### src/rtl/interval_sequencer_pkg.sv
// ---------------------------------------------------------------------------
// interval_sequencer_pkg
// Shared definitions for the interval sequencer and its prescaler.
// Holds the 2-bit FSM state encoding used by interval_sequencer:
//   IDLE=0, RUN=1, PAUSED=2, DONE=3
// No ports (package only).
// ---------------------------------------------------------------------------
package interval_sequencer_pkg;

  localparam int STATE_BITS = 2;

  // The numeric values are fixed so that anything decoding the state
  // register (debug taps, waveform viewers) sees a stable encoding.
  typedef enum logic [STATE_BITS-1:0] {
    IDLE   = 2'd0,
    RUN    = 2'd1,
    PAUSED = 2'd2,
    DONE   = 2'd3
  } seqState_t;

endpackage : interval_sequencer_pkg

### src/rtl/interval_sequencer_tick_prescaler.sv
// ---------------------------------------------------------------------------
// tick_prescaler
// Free-running modulo-PRESCALE counter that advances only while enabled and
// emits a carry-out on the cycle it would wrap.
// Ports:
//   clk  - clock, all state changes on the rising edge
//   rst  - synchronous active-high reset, clears the count
//   en   - count enable
//   clr  - synchronous clear, wins over en
//   co   - combinational carry-out: en high and count at PRESCALE-1
// Parameters:
//   PRESCALE - modulus (>= 2)
//   PS_BITS  - counter width, 2^PS_BITS >= PRESCALE
// ---------------------------------------------------------------------------
import interval_sequencer_pkg::*;

module tick_prescaler #(
  parameter int PRESCALE = 16,
  parameter int PS_BITS  = 4
) (
  input  logic clk,
  input  logic rst,
  input  logic en,
  input  logic clr,
  output logic co
);

  localparam logic [PS_BITS-1:0] LAST_COUNT = PS_BITS'(PRESCALE - 1);

  logic [PS_BITS-1:0] r_count;
  logic               w_atLast;

  // The carry-out is combinational so the owner sees the tick in the same
  // cycle the counter sits on its last value, and a disabled counter can
  // never produce a tick even when parked on the last value.
  always_comb begin
    w_atLast = (r_count == LAST_COUNT);
    co       = en && w_atLast;
  end

  // Counter register: reset, then clear, then enabled count with wrap.
  // Clear outranks enable so a restart always begins from a full period.
  always_ff @(posedge clk) begin
    if (rst) begin
      r_count <= '0;
    end else if (clr) begin
      r_count <= '0;
    end else if (en) begin
      if (w_atLast) begin
        r_count <= '0;
      end else begin
        r_count <= r_count + PS_BITS'(1);
      end
    end
  end

endmodule : tick_prescaler

### src/rtl/interval_sequencer.sv
// ---------------------------------------------------------------------------
// interval_sequencer
// Times an interval of 'period' prescaler ticks. A start in IDLE loads the
// tick count and runs until it reaches zero, then pulses done for one cycle.
// The interval can be frozen with pause or abandoned with stop.
// Ports:
//   clk       - clock, all state changes on the rising edge
//   rst       - synchronous active-high reset, highest priority
//   start     - begin an interval (accepted only in IDLE)
//   stop      - abort the current interval, no done
//   pause     - level, freezes prescaler and count while high
//   period    - tick count, captured only when start is accepted
//   busy      - high in RUN or PAUSED
//   done      - one-cycle pulse on normal completion
//   tick      - one-cycle pulse per completed prescaler period
//   remaining - ticks still to go
// Parameters:
//   PRESCALE - prescaler modulus (>= 2)
//   PS_BITS  - prescaler width, 2^PS_BITS >= PRESCALE
//   CNT_BITS - width of period / remaining
// ---------------------------------------------------------------------------
import interval_sequencer_pkg::*;

module interval_sequencer #(
  parameter int PRESCALE = 16,
  parameter int PS_BITS  = 4,
  parameter int CNT_BITS = 8
) (
  input  logic                clk,
  input  logic                rst,
  input  logic                start,
  input  logic                stop,
  input  logic                pause,
  input  logic [CNT_BITS-1:0] period,
  output logic                busy,
  output logic                done,
  output logic                tick,
  output logic [CNT_BITS-1:0] remaining
);

  seqState_t           r_state;
  seqState_t           w_nextState;
  logic [CNT_BITS-1:0] r_remaining;
  logic                w_psEn;
  logic                w_psClr;
  logic                w_tick;
  logic                w_active;
  logic                w_accept;
  logic                w_abort;

  // Prescaler instance; its carry-out is the interval tick.
  tick_prescaler #(
    .PRESCALE (PRESCALE),
    .PS_BITS  (PS_BITS)
  ) u_prescaler (
    .clk (clk),
    .rst (rst),
    .en  (w_psEn),
    .clr (w_psClr),
    .co  (w_tick)
  );

  // Control decode. The prescaler only runs in RUN with neither stop nor
  // pause present, which is what gives stop and pause priority over a tick
  // landing in the same cycle. It is cleared on an accepted start (so the
  // first RUN cycle sees count 0) and on an abort (so nothing carries over).
  always_comb begin
    w_active = (r_state == RUN) || (r_state == PAUSED);
    w_accept = (r_state == IDLE) && start;
    w_abort  = w_active && stop;
    w_psEn   = (r_state == RUN) && !stop && !pause;
    w_psClr  = w_accept || w_abort;
  end

  // Next-state logic. Priority inside RUN is stop, then pause, then the
  // final tick. DONE is a single-cycle state that ignores all inputs.
  always_comb begin
    w_nextState = r_state;
    case (r_state)
      IDLE: begin
        if (start) begin
          w_nextState = (period != '0) ? RUN : DONE;
        end
      end
      RUN: begin
        if (stop) begin
          w_nextState = IDLE;
        end else if (pause) begin
          w_nextState = PAUSED;
        end else if (w_tick && (r_remaining == CNT_BITS'(1))) begin
          w_nextState = DONE;
        end
      end
      PAUSED: begin
        if (stop) begin
          w_nextState = IDLE;
        end else if (!pause) begin
          w_nextState = RUN;
        end
      end
      DONE: begin
        w_nextState = IDLE;
      end
      default: begin
        w_nextState = IDLE;
      end
    endcase
  end

  // State register.
  always_ff @(posedge clk) begin
    if (rst) begin
      r_state <= IDLE;
    end else begin
      r_state <= w_nextState;
    end
  end

  // Remaining-tick counter. period is captured only on an accepted start;
  // a zero period loads zero and goes straight to DONE. Ticks only occur in
  // RUN where remaining is at least 1, but the decrement is still guarded
  // so the count can never wrap below zero.
  always_ff @(posedge clk) begin
    if (rst) begin
      r_remaining <= '0;
    end else if (w_accept) begin
      r_remaining <= period;
    end else if (w_abort) begin
      r_remaining <= '0;
    end else if (w_tick && (r_remaining != '0)) begin
      r_remaining <= r_remaining - CNT_BITS'(1);
    end
  end

  // Outputs decoded from registered state, plus the combinational tick.
  always_comb begin
    busy      = w_active;
    done      = (r_state == DONE);
    tick      = w_tick;
    remaining = r_remaining;
  end

endmodule : interval_sequencer

### config.mk
export PLATFORM = sky130hd
export DESIGN_NAME = interval_sequencer
export DESIGN_NICKNAME = d
export VERILOG_FILES = /design/src/rtl/interval_sequencer_pkg.sv /design/src/rtl/interval_sequencer_tick_prescaler.sv /design/src/rtl/interval_sequencer.sv
export SDC_FILE = /design/constraint.sdc
export NUM_CORES = 1
export LEC_CHECK = 0
export ABC_AREA = 1
export CAP_MARGIN = 20
export CORE_MARGIN = 5
export CORE_UTILIZATION = 38
export CTS_CLUSTER_SIZE = 25
export DETAILED_ROUTE_END_ITERATION = 12
export PLACE_DENSITY = 0.69
export SYNTH_ARGS = -nofsm -noshare
export SYNTH_HDL_FRONTEND = slang
export SYNTH_HIERARCHICAL = 1
export SYNTH_SLANG_ARGS = --single-unit
### constraint.sdc
create_clock -name clk -period 2.2 [get_ports clk]
set_clock_uncertainty 0.2 [all_clocks]
set_input_delay 0.33 -clock clk [delete_from_list [all_inputs] [get_ports clk]]
set_output_delay 0.33 -clock clk [all_outputs]
set_load 0.005 [all_outputs]
## After elaboration in Yosys (flattened, before gate mapping)

Index checks and enable logic that the tools add are counted.

- Register bits after elaboration: 14
- Output and inout bits: 11
- Logic and storage cells: 42

- Add/subtract/negate cells: 2
- Reductions and logical operators: 17
- Multiplexer cells: 12
- Equality and inequality tests: 8

Operator list:

| cell | number |
|---|---|
| $mux 8 | 3 |
| $reduce_bool 8->1 | 2 |
| $mux 2 | 7 |
| $eq 8x1->1 const B | 1 |
| $pmux 2 s4 | 1 |
| $sub 8x1->8 const B | 1 |
| $logic_and 1x1->1 | 7 |
| $add 4x1->4 const B | 1 |
| $eq 2x2->1 const B | 2 |
| $eq 4x4->1 const B | 1 |
| $mux 4 | 1 |
| $ne 4x3->1 const B | 1 |
| $ne 3x3->1 const B | 1 |
| $reduce_and 3->1 | 1 |
| $reduce_bool 3->1 | 1 |
| $eq 2x1->1 const B | 1 |
| $logic_not 1->1 | 2 |
| $logic_not 2->1 | 1 |
| $logic_or 1x1->1 | 2 |
| $ne 2x2->1 const B | 1 |
| $reduce_or 2->1 | 1 |

## Logic depth before layout (Yosys ltp)

Gate-level depths: netlist of the first run.

- Depth after elaboration: 9
- Depth in mapped cells: 12

## Modules after synthesis

Netlist of the first run, hierarchy kept.

Modules (own cells, without submodules):

| module | seq. area each (um2) | instances | area each (um2) | cells an instance |
|---|---|---|---|---|
| interval_sequencer | 200.2 | 1 | 847.1 | 141 |
| tick_prescaler | 80.1 | 1 | 190.2 | 27 |

## Worst setup path after synthesis of the first run

Ideal clock, no wire load.

- Path kind: reg-to-reg
- Start point: register r_state[1]
- End point: register r_remaining[3], in the netlist remaining[3]
- Cell stages (with the launch flop): 12
- Path buffers: 0
- Library setup time: 0.113 ns
- Data arrival time: 1.732 ns
- Path slack: 0.155 ns
- Data required time: 1.887 ns
- Path through: dfxtp_1 -> inv_1 -> ha_1 -> nand2_1 -> nor2_1 -> inv_1 -> nor2_1 -> inv_1 -> nor2_4 -> nor2_8 -> nor2_1 -> nor2_1

- Longest elaborated chain between the ends: 6
- Elaborated cells on any way between the ends: 13
- Classes of those cells: eq/ne: 2; mux: 2; reduce/logical: 9

RTL lines:

| what | RTL line | RTL |
|---|---|---|
| from (decl) | interval_sequencer.sv:41 | `seqState_t r_state;` |
| from (signal assigned) | interval_sequencer.sv:115 | `r_state <= w_nextState;` |
| $eq 2x1->1 | interval_sequencer.sv:71 | `w_psEn = (r_state == RUN) && !stop && !pause;` |
| $logic_and 1x1->1 (2 in a row) | interval_sequencer.sv:71 |  |
| via w_psEn | interval_sequencer.sv:44 | `logic w_psEn;` |
| $logic_and 1x1->1 | interval_sequencer_tick_prescaler.sv:38 | `co = en && w_atLast;` |
| via tick | interval_sequencer.sv:37 | `output logic tick,` |
| $logic_and 1x1->1 | interval_sequencer.sv:130 | `end else if (w_tick && (r_remaining != '0)) begin` |
| $reduce_bool 3->1 (no line) | n/a |  |
| to (signal assigned) | interval_sequencer.sv:127 | `r_remaining <= period;` |
| to (signal assigned) | interval_sequencer.sv:131 | `r_remaining <= r_remaining - CNT_BITS'(1);` |
| to (decl) | interval_sequencer.sv:43 | `logic [CNT_BITS-1:0] r_remaining;` |

The timed path passes the listed nets, and every way through them passes these cells.
A chain may end at the register's enable or synchronous reset.

## Worst setup path after layout of the first run

- Start point: register r_state[0]
- End point: output busy

- Longest elaborated chain between the ends: 2
- Elaborated cells on any way between the ends: 3
- Classes of those cells: eq/ne: 2; reduce/logical: 1

RTL lines:

| what | RTL line | RTL |
|---|---|---|
| $eq 2x1->1 or $eq 2x2->1 (tied branches) | interval_sequencer.sv:68 | `w_active = (r_state == RUN) \|\| (r_state == PAUSED);` |
| $logic_or 1x1->1 (*) | interval_sequencer.sv:68 |  |
| to (decl) | interval_sequencer.sv:35 | `output logic busy,` |

Every way passes the cells marked *; elsewhere a longest branch is shown, timed or not.

==> summary.md, run 1 <==
| Metric | Value |
|---|---|
| Synth warnings | 6 |
| Fillcell total | 292 |
| Syn Std Cell Area | 1040 um^2 |
| Detailed-route via count | 1,096 |
| PwrDens | 1010 nW/um^2 |
| Die area | 3870 um^2 |
| TritonCTS Sinks | 14 |
| Tot Pwr | between 1 and 1.5 mW |
| Worst Slack Setup Final | approximately 0.11 ns |
| Share of layout cells above drive strength 1 | 13.4% |
| Fin. Hold Viols | 0 |
| Synth Instances | about 170 |
| Hold crit path type | flop to flop |
| Fin crit share | 95.2% |
| Compound-Gate Fraction of Synth Area | 11.7% |
| CP Cell Sequence | inv_1, ha_1, clkdlybuf4s50_1 |
| CTS tree | built |
| Max-slew violations | 0 |
| Max VDD drop | 0.576 mV |
| CP Class | flop to output port |
| Final setup viols | 0 |
| Net count after synthesis | 189 |
| Top cells by area, synth | dfxtp_1 27%, nor2_1 15%, nand2_1 13% |
| LEAKAGE | 0.647 nW |
| Number of buffers created by CTS | 3 |
| Starting Density | 38.6% |
| Worst Path Required | 1.67 ns |
| Routed WL | approximately 2400 um |
| Syn_area_per_cell | about 6.2 um^2 |
| Critical-path top delay cell | clkdlybuf4s50_1 |
| Max Root-Sink Buffers | 2 |
| H-tree levels | 1 |
| Register area share after synthesis | 27.0% |
| Post-CTS sizing | 4 |
| Routed length per instance | 10.6 um |
| CTS root buf | clkbuf_4 |
| Worst-path clk slew | 0.09 ns |
| Post-synthesis xor/xnor area fraction | around 1.7% |
| Post-synthesis simple-gate area fraction | approximately two fifths |
| Antenna violations before repair | 0 |
| Startpoint Class | flop |
| Drt first pass iters | 4 |
| Final hold slack | 0.332 ns |
| Core Util, Final | 51.7% |
| Die width | 62.2 um |
| Fmax achieved | 477 MHz |
| Status | finished, final reports clean |
| Gr usage total | 13.3% |
| DRC violations left | 0 |
| Largest family of logic cells by synthesized area | simple AND/OR/NAND/NOR gates |
| Yosys top cell by area | dfxtp_1 |
| CP max FO | 4 |
| GRT Residual Overflow | 0 |
| Place WS | -0.0855 ns |
| Crit path DAT | ~1.6 ns |
| Post-CTS setup buffer count | 0 |
| Synth Area in Adders | 9.65% |
| First-pass GRT wire length | 4390 um |
| CP max stage delay | around 0.50 ns |
| Largest net degree at the start of global routing | 11 |
| Relative slew slack | around 84% |
| IO Count | 24 |
| Nets@finish | 223 |
| Row cnt | 19 |
| Worst Max-Slew Pin Slew | 0.243 ns |
| Diode count | 0 |
| IO buf count | 23 |
| RSZ-0062 raised after global routing | no |
| #FFs+latches synth | 14 |
| Multiplexer share of the synthesized area | 0% |
| Max_cap viols | 0 |
| DP HPWL | 1960 um |
| Total core area | 2690 um^2 |
| Die Height | between 60 and 70 um |
| Post-route setup TNS | 0 ns |
| Initial drt markers | 43 |
| Hold-fix buffers, CTS | 0 |
| CP Capture Type | output port |
| Top cell type's share of synthesized area | a little over a quarter |
| Tmin final | between 2 and 2.5 ns |
| Routed Antenna Nets | 0 |
| GPL Wtd Cong | 0.800 |
| Drt via density | approximately 4.7 |
| Worst skew pair latency | 0.28 ns |
| Number of global-route vias before repair | 1,091 |
| Yosys cell types | 19 |
| Area grow syn2layout | 34.0% |
-- registers in the layout, indices dropped and copies added, names as in the netlist --
name and cells:
remaining 8, u_prescaler/r_count 4, r_state 2
-- cell usage after synthesis (all sizes together) --
cell type	count
nor2	46
o21ai	19
nor3	2
a21oi	2
o22ai	2
nand2	42
xnor2	2
ha	8
nand3	6
inv	25
dfxtp	14
-- cell type report --
class	instances	area, um^2	area share [%]
Clock buffer	4	36.3	2.61
Multi-Input combinational cell	129	666	47.9
Inverter	25	93.8	6.75
Timing Repair Buffer	29	274	19.7
Sequential cell	14	282	20.3
Tap cell	31	38.8	2.79
-- layout by cell type, fill, tap and decap left out --
master           synthesis  final
nor2_1                  41     40
nand2_1                 37     37
clkdlybuf4s50_1          0     22
inv_1                   22     21
dfxtp_1                 14     13
o21ai_1                 10     10
o21ai_0                  8      8
ha_1                     8      8
nand3_1                  6      6
buf_4                    0      6
nand2_2                  4      4
inv_2                    3      4
nor2_2                   2      3
clkbuf_4                 0      3
nor2_4                   2      2
nor3_1                   2      2
a21oi_1                  2      2
xnor2_1                  2      2
o22ai_1                  2      2
nand2_4                  1      1
nor2_8                   1      1
o21ai_2                  1      1
clkbuf_8                 0      1
dlygate4sd2_1            0      1
dfxtp_2                  0      1
-- where the power goes --
group	switching, mW	internal (mW)
logic	0.447	0.363
clock network	0.0949	0.101
registers	0.0834	0.317
-- cells by family (layout without fill, tap and decap cells) --
logic type	Yosys count	count (layout)
and+or+nand+nor	96	96
buffers and inverters	25	58
AOI/OAI and AO/OA	23	23
DFF	14	14
adders and majority gates	8	8
xor gates and xnor gates	2	2
-- path summary, 6_finish.rpt --
kind                                       startpoint                             endpoint  slack, ns  depth (start not counted)
hold / removal    u_prescaler/r_count[3]$_SDFFE_PP0P_  u_prescaler/r_count[3]$_SDFFE_PP0P_       0.33                          3
setup / recovery              r_state[0]$_SDFFE_PP0P_                                 busy       0.11                          3
setup reg to reg              r_state[1]$_SDFFE_PP0P_              r_state[1]$_SDFFE_PP0P_       0.33                         13
hold reg to reg   u_prescaler/r_count[3]$_SDFFE_PP0P_  u_prescaler/r_count[3]$_SDFFE_PP0P_       0.33                          3
-- metrics by stage --
stage / instance area, um^2 / instances
after floorplan: 1040 / 168
after global placement: 1350 / 228
after detailed placement: 1350 / 228
after CTS: 1390 / 232
after global routing: 1390 / 232
final: 1390 / 232
-- critical path, delay by kind of cell, from the launching register on --
kind / cells / cell delay [ns]
buffers and inverters: 2 / 0.60
flip-flops: 1 / 0.37
adder cells (fa/ha/maj): 1 / 0.30
-- layer usage --
layer | track usage [%] | up-vias | share of wire, %
met1 | 15.7 | 486 | 46
met4 | 5.96 | 0 | 1.0
met2 | 23.6 | 23 | 51
met3 | 1.80 | 4 | 2.2
met5 | 0 | - | 0
li1 | - | 583 | -
No activity file was read; power rests on OpenSTA's default activity.
==> run 2: changes to the inputs <==
--- a/config.mk
+++ b/config.mk
@@ -7,6 +7,7 @@
 export LEC_CHECK = 0
 export ABC_AREA = 1
 export CAP_MARGIN = 20
+export CORE_ASPECT_RATIO = 0.8
 export CORE_MARGIN = 5
 export CORE_UTILIZATION = 38
 export CTS_CLUSTER_SIZE = 25
==> run 2 against run 1 <==
Global-route usage grew 1.5 points. Non-clock buffer count is the same. Worst hold slack gained 0.010 ns.
==> summary.md, run 2 (synthesis results as in run 1) <==
| Metric | Value |
|---|---|
| Drt first pass iters | 4 |
| TritonCTS Sinks | 14 |
| Max VDD drop | 0.581 mV |
| Crit path DAT | 1.55 ns |
| Critical Path Source | r_state[0]$_SDFFE_PP0P_ |
| LEAKAGE | 0.647 nW |
| Worst Path Required | 1.67 ns |
| Detailed-route via count | 1,105 |
| Diode count | 0 |
| DP HPWL | about 2000 um |
| Post-CTS sizing | 3 |
| Worst Hold Launch | u_prescaler/r_count[2]$_SDFFE_PP0P_ |
| CP Class | flop to output port |
| Fin. Hold Viols | 0 |
| Most frequent cells in the layout | 40 x nor2_1, 37 x nand2_1, 22 x clkdlybuf4s50_1 |
| Fmax achieved | about 480 MHz |
| GPL Wtd Cong | roughly 0.77 |
| IO Count | 24 |
| Fillcell total | 275 |
| Worst skew pair latency | 0.29 ns |
| Hold-fix buffers, CTS | 0 |
| RSZ-0062 raised after global routing | no |
| Post-CTS setup buffer count | 0 |
| Nets@finish | 223 |
| Relative slew slack | between 80% and 90% |
| Routed WL | 2520 um |
| Final setup viols | 0 |
| CP max FO | 4 |
| Max reg flops | 8 |
| Die Height | 56.7 um |
| H-tree levels | 1 |
| Final hold slack | 0.343 ns |
| First-pass GRT wire length | 4490 um |
| Antenna violations before repair | 0 |
| Gr usage total | 14.8% |
| Place WS | -0.0727 ns |
| Routed length per instance | 10.5 um |
| GRT Residual Overflow | 0 |
| Max Root-Sink Buffers | 2 |
| Largest net degree at the start of global routing | 11 |
| Max_cap viols | 0 |
| Area grow syn2layout | 34.7% |
| Worst Slack Setup Final | 0.115 ns |
| PwrDens | 1010 nW/um^2 |
| Hold crit path type | flop to flop |
| Initial drt markers | 71 |
| Commonest non-fill, non-tap cell in the layout | nor2_1 |
| Die width | 68.4 um |
| R2R Path Start | r_state[1]$_SDFFE_PP0P_ |
| Number of global-route vias before repair | 1,116 |
| CP Capture Type | output port |
| Worst Max-Slew Pin Slew | 0.246 ns |
| Share of layout cells above drive strength 1 | 12.9% |
| Max-slew violations | 0 |
| Die area | 3880 um^2 |
| Tmin final | 2.08 ns |
| CTS tree | built |
| Status | finished, final reports clean |
| CTS root buf | clkbuf_4 |
| DRC violations left | 0 |
| Fin crit share | 94.8% |
| Routed Antenna Nets | 0 |
| Startpoint Class | flop |
| Total core area | 2680 um^2 |
| Row cnt | 17 |
| IO buf count | 23 |
| Starting Density | about two fifths |
| Number of buffers created by CTS | 3 |
| Worst-path clk slew | 0.09 ns |
| Drt via density | approximately 4.6 |
-- run 2: cell counts in the layout (fill, tap and decap cells not counted) --
No cell type changed its count.
-- run 2: per-layer routing --
layer  vias to the layer above  share of wire [%]  global-route usage [%]
li1                        588                  -                       -
met1                       486                 47                    18.5
met2                        24                 47                    23.5
met3                         7                4.6                    5.00
met4                         0                1.3                    4.53
met5                         -                  0                       0
-- run 2: area by class of cell --
| cell class | instances | area [um^2] | share of cell area (%) |
|---|---|---|---|
| clock buffers | 4 | 36.3 | 2.60 |
| inverters | 25 | 93.8 | 6.71 |
| multi-input cells | 129 | 666 | 47.6 |
| flip-flops and latches | 14 | 280 | 20.1 |
| well taps | 38 | 47.5 | 3.40 |
| repair buffers | 29 | 274 | 19.6 |
-- run 2: worst paths after layout --
path	endpoint	slack, ns	cells after the start
setup reg to reg	r_state[0]$_SDFFE_PP0P_	0.31	12
hold / removal	u_prescaler/r_count[2]$_SDFFE_PP0P_	0.34	2
hold reg to reg	u_prescaler/r_count[2]$_SDFFE_PP0P_	0.34	2
setup / recovery	busy	0.12	3
-- run 2: critical path, cell delays in order, from the launching register on --
cell and delay (ns):
dfxtp_1 0.37, inv_1 0.10, ha_1 0.30, clkdlybuf4s50_1 0.50
-- run 2: metrics by stage --
step / setup TNS, ns / power [mW] / utilization (%) / area (um^2) / std cells
2_1_floorplan: 0 / 0.938 / - / 1040 / 168
3_3_place_gp: -0.0270 / 1.21 / 50.7 / 1360 / 235
3_5_place_dp: -0.0727 / 1.22 / 50.7 / 1360 / 235
4_1_cts: 0 / 1.42 / 52.1 / 1400 / 239
5_1_grt: 0 / 1.55 / 52.1 / 1400 / 239
6_report: 0 / 1.41 / 52.1 / 1400 / 239
-- run 2: where the power goes --
group / internal, mW / leakage, nW / switching [mW] / total (mW)
Combinational: 0.363 / 0.510 / 0.460 / 0.823
Clock: 0.101 / 0.0210 / 0.0896 / 0.190
Sequential: 0.316 / 0.115 / 0.0841 / 0.400
==> run 3: changes to the inputs <==
--- a/config.mk
+++ b/config.mk
@@ -5,14 +5,13 @@
 export SDC_FILE = /design/constraint.sdc
 export NUM_CORES = 1
 export LEC_CHECK = 0
-export ABC_AREA = 1
 export CAP_MARGIN = 20
 export CORE_ASPECT_RATIO = 0.8
 export CORE_MARGIN = 5
 export CORE_UTILIZATION = 38
 export CTS_CLUSTER_SIZE = 25
 export DETAILED_ROUTE_END_ITERATION = 12
-export PLACE_DENSITY = 0.69
+export PLACE_DENSITY = 0.71
 export SYNTH_ARGS = -nofsm -noshare
 export SYNTH_HDL_FRONTEND = slang
 export SYNTH_HIERARCHICAL = 1
==> constraint.sdc (replaced) <==
create_clock -name clk -period 2.2 [get_ports clk]
set_clock_uncertainty 0.2 [all_clocks]
set_input_delay 0.44 -clock clk [delete_from_list [all_inputs] [get_ports clk]]
set_output_delay 0.44 -clock clk [all_outputs]
set_load 0.005 [all_outputs]
==> run 3 against run 2 <==
Non-clock buffer count up 8. Via count down 13%. Die area down 7.2%. Largest power group unchanged. Cell area up 2.4%. Critical endpoint is now tick. Critical path depth up 2. Core utilization up 6.9 points. Largest cell class unchanged. First-iteration DRC count down 34%. Highest routed layer unchanged.
==> summary.md, run 3 <==
| Metric | Value |
|---|---|
| Status | finished, final reports clean |
| Syn_area_per_cell | 8.78 um^2 |
| Worst-path clk slew | around 0.090 ns |
| First-pass GRT wire length | 4110 um |
| Fin crit share | ~97% |
| CP Class | flop to output port |
| Tot Pwr | 1.64 mW |
| Number of buffers created by CTS | 3 |
| Max_cap viols | 0 |
| Fillcell total | 204 |
| CTS root buf | clkbuf_4 |
| Synth warnings | 6 |
| GPL Wtd Cong | 0.812 |
| Share of layout cells above drive strength 1 | 24.5% |
| Syn Std Cell Area | 948 um^2 |
| Final setup viols | 0 |
| Most frequent cells in the layout | 19 x clkdlybuf4s50_1, 14 x buf_4, 12 x dfxtp_1 |
| TritonCTS Sinks | 14 |
| IO buf count | 23 |
| Row cnt | 16 |
| Worst Slack Setup Final | 0.0740 ns |
| Initial drt markers | 47 |
| #FFs+latches synth | 14 |
| Commonest cells post-synth | 14 x dfxtp_1, 9 x inv_1, 8 x ha_1 |
| Register area share after synthesis | 29.6% |
| Asr flop ratio synth | 0% |
| Antenna violations before repair | 0 |
| CP max FO | 2 |
| Drt via density | ~5.3 |
| Max Root-Sink Buffers | 2 |
| Worst Max-Slew Pin Slew | between 0.6 and 0.7 ns |
| Tmin final | 2.13 ns |
| Top cells by area, synth | dfxtp_1 30%, ha_1 11%, a211oi_1 4.7% |
| Core Util, Final | 59.1% |
| LEAKAGE | about 0.54 nW |
| Largest net degree at the start of global routing | 12 |
| Gr usage total | approximately 15% |
| Area grow syn2layout | 50.9% |
| Most common cell in the synthesized netlist | dfxtp_1 |
| Crit path DAT | 1.49 ns |
| Routed Antenna Nets | 0 |
| Commonest non-fill, non-tap cell in the layout | clkdlybuf4s50_1 |
| Starting Density | 39.2% |
| Number of global-route vias before repair | between 900 and 1,000 |
| Routed length per instance | between 10 and 15 um |
| Max-slew violations | 0 |
| Placed cell area | 1330 um^2 |
| IO Count | 24 |
| Cell Count, Final, Fillers Out | ~180 |
| Die width | around 66 um |
| Routed WL | roughly 2700 um |
| PwrDens | 1140 nW/um^2 |
| Synth Instances | 108 |
| Post-route setup TNS | 0 ns |
| Total core area | 2420 um^2 |
| Nets@finish | 169 |
| Fin. Hold Viols | 0 |
| Net count after synthesis | 129 |
| Worst Path Required | 1.56 ns |
| CTS tree | built |
| Drt first pass iters | 4 |
| Die area | 3600 um^2 |
| Place WS | -0.300 ns |
| H-tree levels | 1 |
| Detailed-route via count | 962 |
| Predominant post-synthesis flop cell | dfxtp_1 |
| Max VDD drop | 0.749 mV |
| Relative slew slack | 53.0% |
| Fmax achieved | 470 MHz |
| GRT Residual Overflow | 0 |
| DRC violations left | 0 |
| Placed Instances | ~180 |
| Number of synthesized flops with an enable pin | 0 |
| Final hold slack | 0.341 ns |
| CP Capture Type | output port |
| Hold crit path type | flop to flop |
| Max reg flops | 8 |
| Startpoint Class | flop |
| Yosys top cell by area | dfxtp_1 |
| Post-route cell area | 1430 um^2 |
| DP HPWL | slightly below 2000 um |
| Yosys cell types | 40 |
| Die Height | 54.7 um |
| Top cell type's share of synthesized area | 29.6% |
| Diode count | 0 |
| Worst skew pair latency | roughly 0.29 ns |
[run 3: worst max-delay path: stages, from the launching register on]
cell and delay (ns):
dfxtp_2 0.33, inv_2 0.07, ha_4 0.14, nor3b_4 0.19
and4_4 0.23, dlygate4sd2_1 0.23
[run 3: cell type report]
class | count | area, um^2 | share of cell area [%]
Multi-Input combinational cell | 82 | 699 | 48.9
Sequential cell | 14 | 283 | 19.8
Timing Repair Buffer | 37 | 330 | 23.1
Tap cell | 36 | 45.0 | 3.15
Clock buffer | 4 | 36.3 | 2.53
Inverter | 10 | 37.5 | 2.62
[run 3: path summary, 6_finish.rpt]
path / startpoint / to / slack [ns] / cells after the start
setup / recovery: r_state[1]$_SDFFE_PP0P_ / tick / 0.07 / 5
hold / removal: u_prescaler/r_count[3]$_SDFFE_PP0P_ / u_prescaler/r_count[3]$_SDFFE_PP0P_ / 0.34 / 2
setup reg to reg: r_state[1]$_SDFFE_PP0P_ / remaining[0]$_SDFFE_PP0P_ / 0.08 / 9
hold reg to reg: u_prescaler/r_count[3]$_SDFFE_PP0P_ / u_prescaler/r_count[3]$_SDFFE_PP0P_ / 0.34 / 2
[run 3: logic make-up after synthesis]
| family | Yosys count | share of synthesized area, % |
|---|---|---|
| mux | 3 | 3.17 |
| simple gates | 38 | 24.8 |
| buf+inv | 12 | 4.75 |
| flops | 14 | 29.6 |
| xor+xnor | 3 | 2.77 |
| compound gates | 30 | 24.4 |
| fa+ha+maj | 8 | 10.6 |
[run 3: what timing repair did]
action	4_1_cts	5_1_grt
setup endpoints to repair	2	6
hold buffers	0	0
resized for setup	9	7
gates cloned	0	0
pin swaps	2	3
buffers inserted	1	0
[run 3: report_power, final]
group	internal, mW	switching, mW	total (mW)
logic	0.518	0.480	0.998
registers	0.329	0.112	0.442
clock network	0.101	0.0942	0.195
total	0.948	0.687	1.64
[run 3: routing by layer]
| metal | GRT usage, % | share of wire (%) | up-vias |
|---|---|---|---|
| met5 | 0 | 0 | - |
| met4 | 5.17 | 1.2 | 0 |
| met3 | 5.54 | 6.3 | 5 |
| met2 | 26.5 | 49 | 33 |
| met1 | 17.8 | 43 | 433 |
| li1 | - | - | 491 |
